--- config.mk ---
export PLATFORM = sky130hd
export DESIGN_NAME = regfile_debug_port
export DESIGN_NICKNAME = d
export VERILOG_FILES = /design/src/rtl/regfile_debug_port.sv
export SDC_FILE = /design/constraint.sdc
export NUM_CORES = 1
export LEC_CHECK = 0
export ABC_AREA = 1
export BUFFER_PORTS_ARGS = -buffer_cell sky130_fd_sc_hd__clkbuf_2
export CORE_MARGIN = 3
export CORE_UTILIZATION = 25
export DETAILED_ROUTE_END_ITERATION = 6
export GPL_TIMING_DRIVEN = 0
export PLACE_DENSITY = 0.45
export SLEW_MARGIN = 20
export SYNTH_ARGS = -nofsm -noshare
export SYNTH_HDL_FRONTEND = slang
export SYNTH_SLANG_ARGS = --single-unit
--- constraint.sdc ---
create_clock -name clk -period 2.2 [get_ports clk]
set_input_delay 0.55 -clock clk [delete_from_list [all_inputs] [get_ports clk]]
set_output_delay 0.55 -clock clk [all_outputs]
set_load 0.005 [all_outputs]
--- src/rtl/regfile_debug_port.sv ---
// Debug read port for the pipeline register file: single or dump reads over valid/ready,
// with writeback bypass so responses match architectural state at capture time.
module regfile_debug_port #(
    parameter int XLEN = 32,
    parameter int NREG = 32
) (
    input  logic            clk,
    input  logic            rst,
    input  logic            dbg_req_valid,
    output logic            dbg_req_ready,
    input  logic [4:0]      dbg_req_addr,
    input  logic            dbg_req_dump,
    output logic            dbg_rsp_valid,
    input  logic            dbg_rsp_ready,
    output logic [XLEN-1:0] dbg_rsp_data,
    output logic [4:0]      dbg_rsp_idx,
    output logic            dbg_rsp_err,
    output logic            dbg_rsp_last,
    output logic            rf_rd_en,
    output logic [4:0]      rf_rd_addr,
    input  logic [XLEN-1:0] rf_rd_data,
    input  logic            wb_we,
    input  logic [4:0]      wb_addr,
    input  logic [XLEN-1:0] wb_data
);
    typedef enum logic [1:0] {IDLE, READ, WAIT, RESP} state_t;

    localparam logic [5:0] NREG_LIM = 6'(NREG);
    localparam logic [4:0] LAST_IDX = 5'(NREG - 1);

    state_t          state, state_nxt;
    logic [4:0]      idx;
    logic            dump;
    logic            in_range;
    logic            last_beat;
    logic            wb_hit;
    logic            byp_hit;
    logic [XLEN-1:0] byp_data;

    assign in_range  = {1'b0, idx} < NREG_LIM;
    assign last_beat = !dump || (idx == LAST_IDX);
    // x0 is hardwired to zero, so a write aimed at it must never be bypassed
    assign wb_hit    = wb_we && (wb_addr == idx) && (idx != '0);

    always_ff @(posedge clk or negedge rst) begin
        if (!rst) state <= IDLE;
        else      state <= state_nxt;
    end

    always_comb begin
        state_nxt     = state;
        dbg_req_ready = 1'b0;
        rf_rd_en      = 1'b0;
        rf_rd_addr    = '0;
        case (state)
            IDLE: begin
                dbg_req_ready = 1'b1;
                if (dbg_req_valid) state_nxt = READ;
            end
            READ: begin
                rf_rd_en   = in_range;
                rf_rd_addr = idx;
                state_nxt  = WAIT;
            end
            WAIT: state_nxt = RESP;
            RESP: begin
                if (dbg_rsp_ready) state_nxt = last_beat ? IDLE : READ;
            end
            default: state_nxt = IDLE;
        endcase
    end

    always_ff @(posedge clk or negedge rst) begin
        if (!rst) begin
            idx           <= '0;
            dump          <= 1'b0;
            byp_hit       <= 1'b0;
            byp_data      <= '0;
            dbg_rsp_valid <= 1'b0;
            dbg_rsp_data  <= '0;
            dbg_rsp_idx   <= '0;
            dbg_rsp_err   <= 1'b0;
            dbg_rsp_last  <= 1'b0;
        end else begin
            case (state)
                IDLE: begin
                    if (dbg_req_valid) begin
                        idx  <= dbg_req_dump ? 5'd1 : dbg_req_addr;
                        dump <= dbg_req_dump;
                    end
                end
                READ: begin
                    byp_hit  <= wb_hit;
                    byp_data <= wb_data;
                end
                WAIT: begin
                    dbg_rsp_valid <= 1'b1;
                    dbg_rsp_idx   <= idx;
                    dbg_rsp_err   <= !in_range;
                    dbg_rsp_last  <= last_beat;
                    // WAIT-cycle write is newest, then READ-cycle write, then the array
                    if (!in_range || idx == '0) dbg_rsp_data <= '0;
                    else if (wb_hit)            dbg_rsp_data <= wb_data;
                    else if (byp_hit)           dbg_rsp_data <= byp_data;
                    else                        dbg_rsp_data <= rf_rd_data;
                end
                RESP: begin
                    if (dbg_rsp_ready) begin
                        dbg_rsp_valid <= 1'b0;
                        if (!last_beat) idx <= idx + 5'd1;
                    end
                end
                default: ;
            endcase
        end
    end
endmodule

-- After elaboration in Yosys (flattened, before gate mapping)
Cells that the tools add are included.
- add/subtract/negate cells: 1
- equal/unequal tests: 8
- multiplexer cells: 17
- reductions and logical operators: 13
- operators by type and width (operator ; number):
    32-bit 2-to-1 mux ; 3
    5-bit 2-to-1 mux ; 5
    5-bit one-hot mux with 2 select lines ; 1
    2-bit one-hot mux with 4 select lines ; 1
    2-bit inequality test (second input constant) ; 3
    2-bit AND reduction ; 3
    5-bit by 1-bit adder with 5-bit output (second input constant) ; 1
    5-bit equality test ; 1
    5-bit equality test (second input constant) ; 1
    5-bit zero test ; 1
    5-bit nonzero test ; 1
    2-bit equality test (second input constant) ; 2
    1-bit 2-to-1 mux ; 4
    2-bit 2-to-1 mux ; 2
    4-bit AND reduction ; 1
    2-bit nonzero test ; 2
    2-bit by 1-bit equality test with 1-bit output (second input constant) ; 1
    1-bit logical AND ; 2
    2-bit zero test ; 1
    1-bit one-hot mux with 2 select lines ; 1
    1-bit zero test ; 1
    1-bit logical OR ; 1
- bits in registers: 80
- logic and storage cells: 48

-- Logic depth before layout (Yosys ltp)
Gate-level depths: netlist of the first run.
- word-level depth: 5
- depth in mapped cells: 11

-- Worst setup path after synthesis of the first run
OpenSTA, ideal clock, no wires.
- kind: reg-to-output
- start: register state[1]
- end: output port rf_rd_addr[0]
- arrival time: 1142 ps
- required time: 1650 ps
- path slack: 508 ps
- stages on the path, launching flop included: 6
- cell sequence: dfrtp_1 > inv_1 > ha_1 > clkbuf_1 > nand2_1 > inv_1
- longest elaborated chain between the ends: 2
- RTL lines (item ; line ; source):
    from (decl) ; 31 ; state_t state, state_nxt;
    from (signal assigned) ; 47 ; else state <= state_nxt;
    2-bit by 1-bit equality test with 1-bit output ; 55 ; case (state)
    5-bit 2-to-1 mux ; 55 ;
    to (decl) ; 20 ; output logic [4:0] rf_rd_addr,
No other way between the ends.

-- Final worst setup path of the first run
- start: register state[1]
- end: output port rf_rd_addr[3]
Same word-level chain as after synthesis.

==> results.toml, run 1 <==
[logic_synthesis]
synthFlopType = "dfrtp_1"
yosysSeqAreaShare = 0.456
synthTopCellsByArea = "dfrtp_1 46%, nand2_1 11%, nand3_1 7.5%"
yosysUniqueCellTypes = 34
synthTopCellsByCount = "134 x nand2_1, 80 x dfrtp_1, 66 x nand3_1, 61 x inv_1, 55 x o21ai_0"
synth_most_common_cell = "nand2_1"
yosysTopAreaCell = "dfrtp_1"
synth_top_area_frac = 0.456
synth_edf_count = 0
synth_area_per_cell_um2 = 8.21
synth.net_count = 623
synth_seq_cells = 80
synthArstFlopShare = 1.00
synth_area_um2 = 4390
yosysWarningCount = 0
syn_inst = 535

[clock_tree]
htree_levels = 3
postCtsHoldBufs = 0
clock_path_buffers = 2
clkSinkCount = 80
clk_latency_ns = 0.34
cts-root-buf = "clkbuf_16"
numCtsBuffers = 9
cts.clk_slew.worst_paths_ns = 0.06
cts_tree = "done"

[timing]
period_share = 0.935
finalClockSkew_ns = 0.00460
setup_viol = 0
grt_setup_unrepaired = "no"
fmax_mhz = 486
maxSlewViolCount = 0
hold_viol = 0
fin_crit_ns = 2.06
relSlewSlack = 0.552
worst_slack_ns = 0.142
worst_slew_pin_slew_ns = 0.673

[floorplanning]
core_um2 = 16900
ioPinCount = 127
initial_utilization = 0.260
num_rows = 47
die_height_um = 139
die_w_um = 139
dieArea_um2 = 19200

[placed_design]
io_buffers = 125
dp_cells = 880
pre_cts_slack_ns = -0.0819
dpl.hpwl_mm = 9.88
gp_congestion = 0.732
placed_cell_area_um2 = 5300

[setup_path]
critPathMaxStageDelay_ns = 0.41
slowest_stage = "dfrtp_1"
rrSetupSlack_ns = 0.36
crit_type = "reg2out"
endpoint_kind = "output pin"
cp_num_buf_inv = 4
path_cells = "inv_2, ha_4, clkbuf_8, nand2_1, inv_1, clkbuf_2"
cp.arrival_ns = 1.51
path_delay_family = "buffers and inverters"
critPathLaunchType = "flip-flop"
crit_required_ns = 1.65
crit_fanout = 10

[cells_and_area]
post-route-util = 0.332
design_area_um2 = 5600
antenna_cells = 0
area_delta_synth_final_pct = 27.6
drive_gt1_frac = 0.288
instances_no_fill = 893
nets = 759

[routing]
final_antenna_net_count = 0
wirelength_mm = 13.9
dr.first_iter.drc_count = 187
num_vias = 4051
remaining_drc_errors = 0
post_drt_wl_per_cell_um = 15.6
vias_per_cell = 4.54
drt_pass1_iterations = 4

[global_routing]
grt_pass1_wl_mm = 22.9
grt_max_degree = 81
gr-total-overflow = 0
first_global_vias = 4371
track_usage = 0.148
antenna_found_initial = 0

[min_path]
hold_class = "in2async"

[power_and_ir_drop]
ir_drop_uv = 429
total_power_uw = 7340
p_leak_uw = 0.00287
power_density_nw_per_um2 = 1310

[outcome]
outcome = "finished, final reports clean"

[job]
drv_cap = 0
## metrics by stage
step           setup TNS [ns]  hold slack (ns)
3_5_place_dp           -0.275            0.466
3_3_place_gp           -29.91            0.465
5_1_grt                     0            0.301
6_report                    0            0.243
4_1_cts                     0            0.280
2_1_floorplan               0            0.254
## layout by cell type, fill, tap and decap left out, types with 2 or more instances in the layout
cell	synthesis	routed
a21oi_1	5	5
a22oi_1	2	2
a31oi_1	2	2
buf_2	6	6
buf_4	5	5
buf_6	9	9
clkbuf_1	8	7
clkbuf_16	0	9
clkbuf_2	1	125
clkbuf_8	1	7
dfrtp_1	80	80
ha_1	8	7
inv_1	61	60
inv_2	4	5
mux2i_1	28	28
nand2_1	134	134
nand2_2	6	6
nand3_1	66	66
nand3_2	2	2
nor2_1	7	7
nor2_2	5	5
o21ai_0	55	55
o21ai_1	20	20
o21ai_2	9	9
## worst register-to-register path, delay by kind of cell, from the launching register on
family | cells | cell delay, ns
flops | 1 | 0.45
fa+ha+maj | 1 | 0.15
simple gates | 5 | 0.55
compound gates | 1 | 0.12
buf+inv | 3 | 0.47
## kinds of logic (layout without fill, tap and decap cells)
logic type / after synthesis / in the layout / share of synthesized area
flip-flops: 80 / 80 / 0.456
AO/OA/AOI/OAI: 98 / 98 / 0.125
buffers and inverters: 98 / 236 / 0.110
other: 1 / 1 / 0.000854
multiplexers: 28 / 28 / 0.0638
adder cells (fa/ha/maj): 8 / 8 / 0.0228
AND/OR/NAND/NOR: 222 / 222 / 0.221
## state kept, by name, summed over array words and instances (netlist names)
signal and cells:
byp_data 32, dbg_rsp_data 32, dbg_rsp_idx 5, idx 5, state 2, byp_hit 1
dbg_rsp_last 1, dbg_rsp_valid 1, dump 1
## layer usage
layer | wire [um] | up-vias | GRT usage
li1 | - | 2002 | -
met1 | 6380 | 1922 | 0.196
met2 | 6620 | 115 | 0.241
met3 | 714 | 12 | 0.0334
met4 | 184 | 0 | 0.0484
met5 | 0 | - | 0
## power breakdown
group / internal (uW) / switching [uW]
registers: 2200 / 443
clock network: 870 / 589
logic: 1230 / 2010
total: 4300 / 3040
## layout make-up
cell class | count | area, um2
plain buffers | 32 | 246
clock buffers | 13 | 280
fillers | 1843 | 11300
inverters | 66 | 248
multi-input cells | 357 | 1920
flip-flops and latches | 80 | 2000
well taps | 220 | 275
repair buffers | 125 | 634
## path summary, 6_finish.rpt
path                                 startpoint          endpoint  cells after the start
worst max-delay path                   state[1]     rf_rd_addr[3]                      6
worst min-delay path                        rst            idx[1]                      1
worst max register to register           idx[0]  dbg_rsp_data[13]                     10
worst min register to register  dbg_rsp_data[9]   dbg_rsp_data[9]                      2
max in group asynchronous                   rst      byp_data[15]                      1
min in group clk                    wb_data[29]      byp_data[29]                      3
## what timing repair did
item                                    in CTS  in global routing
gates resized for setup                      5                  1
setup buffers                                0                  0
endpoints found under the setup margin       5                  5
Note: power is estimated with default switching activity, not from simulation.
==> run 2, diff against run 1 <==
BUFFER_PORTS_ARGS = -buffer_cell sky130_fd_sc_hd__buf_2   (was -buffer_cell sky130_fd_sc_hd__clkbuf_2)
==> run 2 against run 1 <==
Compared with the run above: first-iteration DRC count fell by 7.5%; via count shrank 0.64%; power grew 0.80%; fmax increased by 0.79%; clock-buffer cell count did not move; combinational power about the same; worst setup slack better by 0.016 ns; register-to-register slack about the same; flip-flop and latch count stayed put; routed wire length is 0.33% lower; clock skew up 0.0085 ns; critical endpoint is now rf_rd_addr[4].
==> results.toml, run 2 (synthesis gave the netlist of run 1 again) <==
[outcome]
outcome = "finished, final reports clean"

[cells_and_area]
most-common-layout-cells = "134 x nand2_1, 130 x buf_2, 80 x dfrtp_1"
instances_no_fill = 897
fill_cells = 1824
largestRegisters = "byp_data x32, dbg_rsp_data x32"
nets = 760
area_delta_synth_final_pct = 28.5
antenna_cells = 0
design_area_um2 = 5650
drive_gt1_frac = 0.290
regArea_um2 = 2000
multi_input_area_um2 = 1920
mostFrequentLayoutCell = "nand2_1"

[timing]
hold_viol = 0
fin_crit_ns = 2.04
period_share = 0.928
grt_setup_unrepaired = "no"
worst_slew_pin_slew_ns = 0.561
finalClockSkew_ns = 0.0130
setup_viol = 0
relSlewSlack = 0.626
maxSlewViolCount = 0
fmax_mhz = 490
hold_slack_ns = 0.188

[setup_path]
rrSetupSlack_ns = 0.37
r2r_cells = 11
crit_type = "reg2out"
r2r_start = "idx[0]"
cp.arrival_ns = 1.49
endpoint_kind = "output pin"
critPathLaunchType = "flip-flop"
crit_required_ns = 1.65
rr_endpoint = "idx[1]"
crit_fanout = 10

[placed_design]
placed_cell_area_um2 = 5320
dp_cells = 881
dpl.hpwl_mm = 10.0
io_buffers = 125
gp_congestion = 0.738

[floorplanning]
die_w_um = 139
dieArea_um2 = 19200
die_height_um = 139
initial_utilization = 0.260
ioPinCount = 127
num_rows = 47
core_um2 = 16900

[routing]
final_antenna_net_count = 0
remaining_drc_errors = 0
drt_pass1_iterations = 4
post_drt_wl_per_cell_um = 15.4
dr.first_iter.drc_count = 173
num_vias = 4025
vias_per_cell = 4.49
wirelength_mm = 13.8

[global_routing]
first_global_vias = 4438
grt_pass1_wl_mm = 22.8
grt_max_degree = 42
antenna_found_initial = 1
gr-total-overflow = 0
track_usage = 0.148

[clock_tree]
clock_path_buffers = 2
clk_latency_ns = 0.35
cts.clk_slew.worst_paths_ns = 0.07
htree_levels = 3
postCtsHoldBufs = 0
clkSinkCount = 80
cts-root-buf = "clkbuf_16"
cts_tree = "done"
numCtsBuffers = 9

[power_and_ir_drop]
p_leak_uw = 0.00288
ir_drop_uv = 504
power_density_nw_per_um2 = 1310

[job]
drv_cap = 0

[min_path]
hold_class = "in2async"
-- run 2: cell types whose count changed in the layout (fill, tap and decap cells not counted) --
cell,change
buf_4,+1
clkbuf_2,-124
clkbuf_8,-3
clkbuf_1,+2
clkinv_2,+2
bufinv_16,+1
buf_2,+124
buf_16,+1
-- run 2: timing repair --
action	CTS	global route
pin swaps	0	0
cloned	0	0
hold endpoints to repair	0	0
endpoints found under the setup margin	5	5
buffers inserted	0	0
resized for setup	5	1
-- run 2: where the power goes --
group / total [uW] / switching [uW] / internal [uW]
sequential: 2630 / 429 / 2200
clock: 1540 / 603 / 938
combinational: 3230 / 1990 / 1240
-- run 2: layer usage --
layer / track usage / share of wire
met1: 0.186 / 0.46
met2: 0.250 / 0.48
met3: 0.0428 / 0.052
met4: 0.0380 / 0.0088
met5: 0 / 0.00094
-- run 2: worst max-delay path: stages, from the launching register on --
cell	delay, ns
dfrtp_1	0.41
inv_2	0.12
ha_4	0.19
clkbuf_8	0.19
nand2_1	0.06
inv_1	0.06
buf_2	0.10
-- run 2: how the worst max path moves through the flow --
stage,start,endpoint,slack (ns),cells after the start
2_1_floorplan,state[1],rf_rd_addr[0],0.51,5
6_report,state[1],rf_rd_addr[4],0.16,6
4_1_cts,state[1],rf_rd_addr[4],0.05,6
3_5_place_dp,state[1],rf_rd_addr[4],-0.06,6
3_3_place_gp,rst,dbg_rsp_data[18],-0.16,1
5_1_grt,state[1],rf_rd_addr[4],0.02,6
-- run 2: through the flow --
step	power, uW	setup TNS (ns)	utilization	worst slack (ns)
3_5_place_dp	5920	-0.173	0.315	-0.0586
6_report	7400	0	0.334	0.158
4_1_cts	7580	0	0.334	0.0493
5_1_grt	8140	0	0.334	0.0222
3_3_place_gp	5820	-12.45	0.314	-0.161
2_1_floorplan	4610	0	-	0.508
-- run 2: final cells by class --
cell class	instances	share of cell area
Sequential cell	80	0.355
Buffer	32	0.0437
Inverter	66	0.0439
Clock inverter	3	0.00709
Multi-Input combinational cell	357	0.340
Tap cell	220	0.0488
Timing Repair Buffer	126	0.116
Clock buffer	13	0.0461
==> run 3, diff against run 2 <==
REMOVE_ABC_BUFFERS = 1   (was unset)
==> run 3 against run 2 <==
Compared with the run above: highest routed layer unchanged; clock-buffer cell count down 2; power rose by 1.3%; critical path depth increased by 4; largest power group unchanged; routed wire length decreased by 4.6%; via count down 1.5%; worst setup slack improved by 0.012 ns; die area is the same; utilization is 0.20 points lower; critical endpoint is now dbg_rsp_data[19].
==> results.toml, run 3 (synthesis gave the netlist of run 1 again) <==
[routing]
remaining_drc_errors = 0
dr.first_iter.drc_count = 157
vias_per_cell = 4.53
num_vias = 3966
drt_pass1_iterations = 4
final_antenna_net_count = 0
post_drt_wl_per_cell_um = 15.1
wirelength_mm = 13.2

[floorplanning]
die_height_um = 139
num_rows = 47
ioPinCount = 127
initial_utilization = 0.260
core_um2 = 16900
die_w_um = 139
dieArea_um2 = 19200

[cells_and_area]
post-route-util = 0.332
fill_cells = 1788
largestRegisters = "byp_data x32, dbg_rsp_data x32"
drive_gt1_frac = 0.280
area_delta_synth_final_pct = 27.8
mostFrequentLayoutCell = "nand2_1"
instances_no_fill = 876
design_area_um2 = 5610
nets = 737
most-common-layout-cells = "134 x nand2_1, 124 x buf_2, 79 x dfrtp_1"

[clock_tree]
numCtsBuffers = 9
clock_path_buffers = 2
htree_levels = 3
cts.clk_slew.worst_paths_ns = 0.07
clk_latency_ns = 0.34
cts_tree = "done"
postCtsHoldBufs = 0
clkSinkCount = 80
cts-root-buf = "clkbuf_16"

[setup_path]
critPathCapture = "dbg_rsp_data[19]"
crit_fanout = 16
endpoint_kind = "flip-flop"
rrSetupSlack_ns = 0.17
r2r_start = "idx[0]"
critPathLaunchType = "flip-flop"
crit_type = "reg2reg"
r2r_cells = 10
cp-startpoint = "idx[0]"
cp.arrival_ns = 2.26
rr_endpoint = "dbg_rsp_data[19]"
crit_required_ns = 2.43

[outcome]
outcome = "finished, final reports clean"

[timing]
worst_slew_pin_slew_ns = 0.954
fin_crit_ns = 2.03
maxSlewViolCount = 0
fmax_mhz = 493
hold_viol = 0
grt_setup_unrepaired = "no"
period_share = 0.923
hold_slack_ns = 0.183
relSlewSlack = 0.362
finalClockSkew_ns = 0.00820
setup_viol = 0

[global_routing]
first_global_vias = 4152
antenna_found_initial = 3
grt_max_degree = 45
grt_pass1_wl_mm = 21.7
track_usage = 0.139
gr-total-overflow = 0

[power_and_ir_drop]
power_density_nw_per_um2 = 1340
total_power_uw = 7490
ir_drop_uv = 677
p_leak_uw = 0.00281

[placed_design]
dp_cells = 853
placed_cell_area_um2 = 5190
dpl.hpwl_mm = 8.79
io_buffers = 125
gp_congestion = 0.778

[job]
drv_cap = 0

[min_path]
hold_class = "in2async"
## run 3: power by group
part	switching, uW	total [uW]	internal, uW
Clock	618	1640	1020
Combinational	1960	3200	1240
Sequential	451	2650	2200
Total	3030	7490	4470
## run 3: worst min path at each step
stage / from / endpoint / depth (start not counted)
after global placement: dbg_rsp_data[25] / dbg_rsp_data[25] / 2
after floorplan: rst / byp_data[0] / 0
final: rst / dbg_rsp_idx[4] / 1
after global routing: rst / dbg_rsp_idx[4] / 1
after CTS: rst / dbg_rsp_idx[4] / 1
after detailed placement: dbg_rsp_data[17] / dbg_rsp_data[17] / 2
## run 3: metal layers
metal | part of all wire | global-route usage | vias up | routed length, um
met5 | 0.0011 | 0 | - | 14
li1 | - | - | 1965 | -
met2 | 0.45 | 0.222 | 106 | 5960
met3 | 0.054 | 0.0352 | 20 | 713
met1 | 0.48 | 0.184 | 1871 | 6280
met4 | 0.019 | 0.0484 | 4 | 249
## run 3: cell type report
type / count / area (um2) / share of cell area
antenna: 2 / 5.00 / 0.000892
sequential: 80 / 2000 / 0.357
clock inverter: 5 / 80.1 / 0.0143
tap: 220 / 275 / 0.0491
clock buffer: 11 / 243 / 0.0433
timing repair buffer: 134 / 806 / 0.144
multi-input combinational: 358 / 1950 / 0.347
inverter: 66 / 250 / 0.0446
## run 3: timing repair
item / in CTS / in global routing
hold endpoints to repair: 0 / 0
resized for setup: 3 / 5
endpoints found under the setup margin: 39 / 12
pin swaps: 1 / 0
setup buffers: 1 / 3
cloned: 1 / 0
## run 3: worst max-delay path: stages (launching register included)
cell and delay (ns):
dfrtp_1 0.45, inv_2 0.10, ha_1 0.20, inv_1 0.05
nor2_1 0.08, nand2_2 0.12, nand2_2 0.11, nor2_4 0.47
nand3_1 0.15, nand3_1 0.14, nand2_1 0.05
## run 3: per-stage QoR
| step | TNS [ns] | setup slack [ns] |
|---|---|---|
| CTS | 0 | 0.0580 |
| global route | 0 | 0.00445 |
| detailed placement | -5.67 | -0.275 |
| finish | 0 | 0.170 |
| global placement | -52.68 | -0.817 |
| floorplan | 0 | 0.278 |
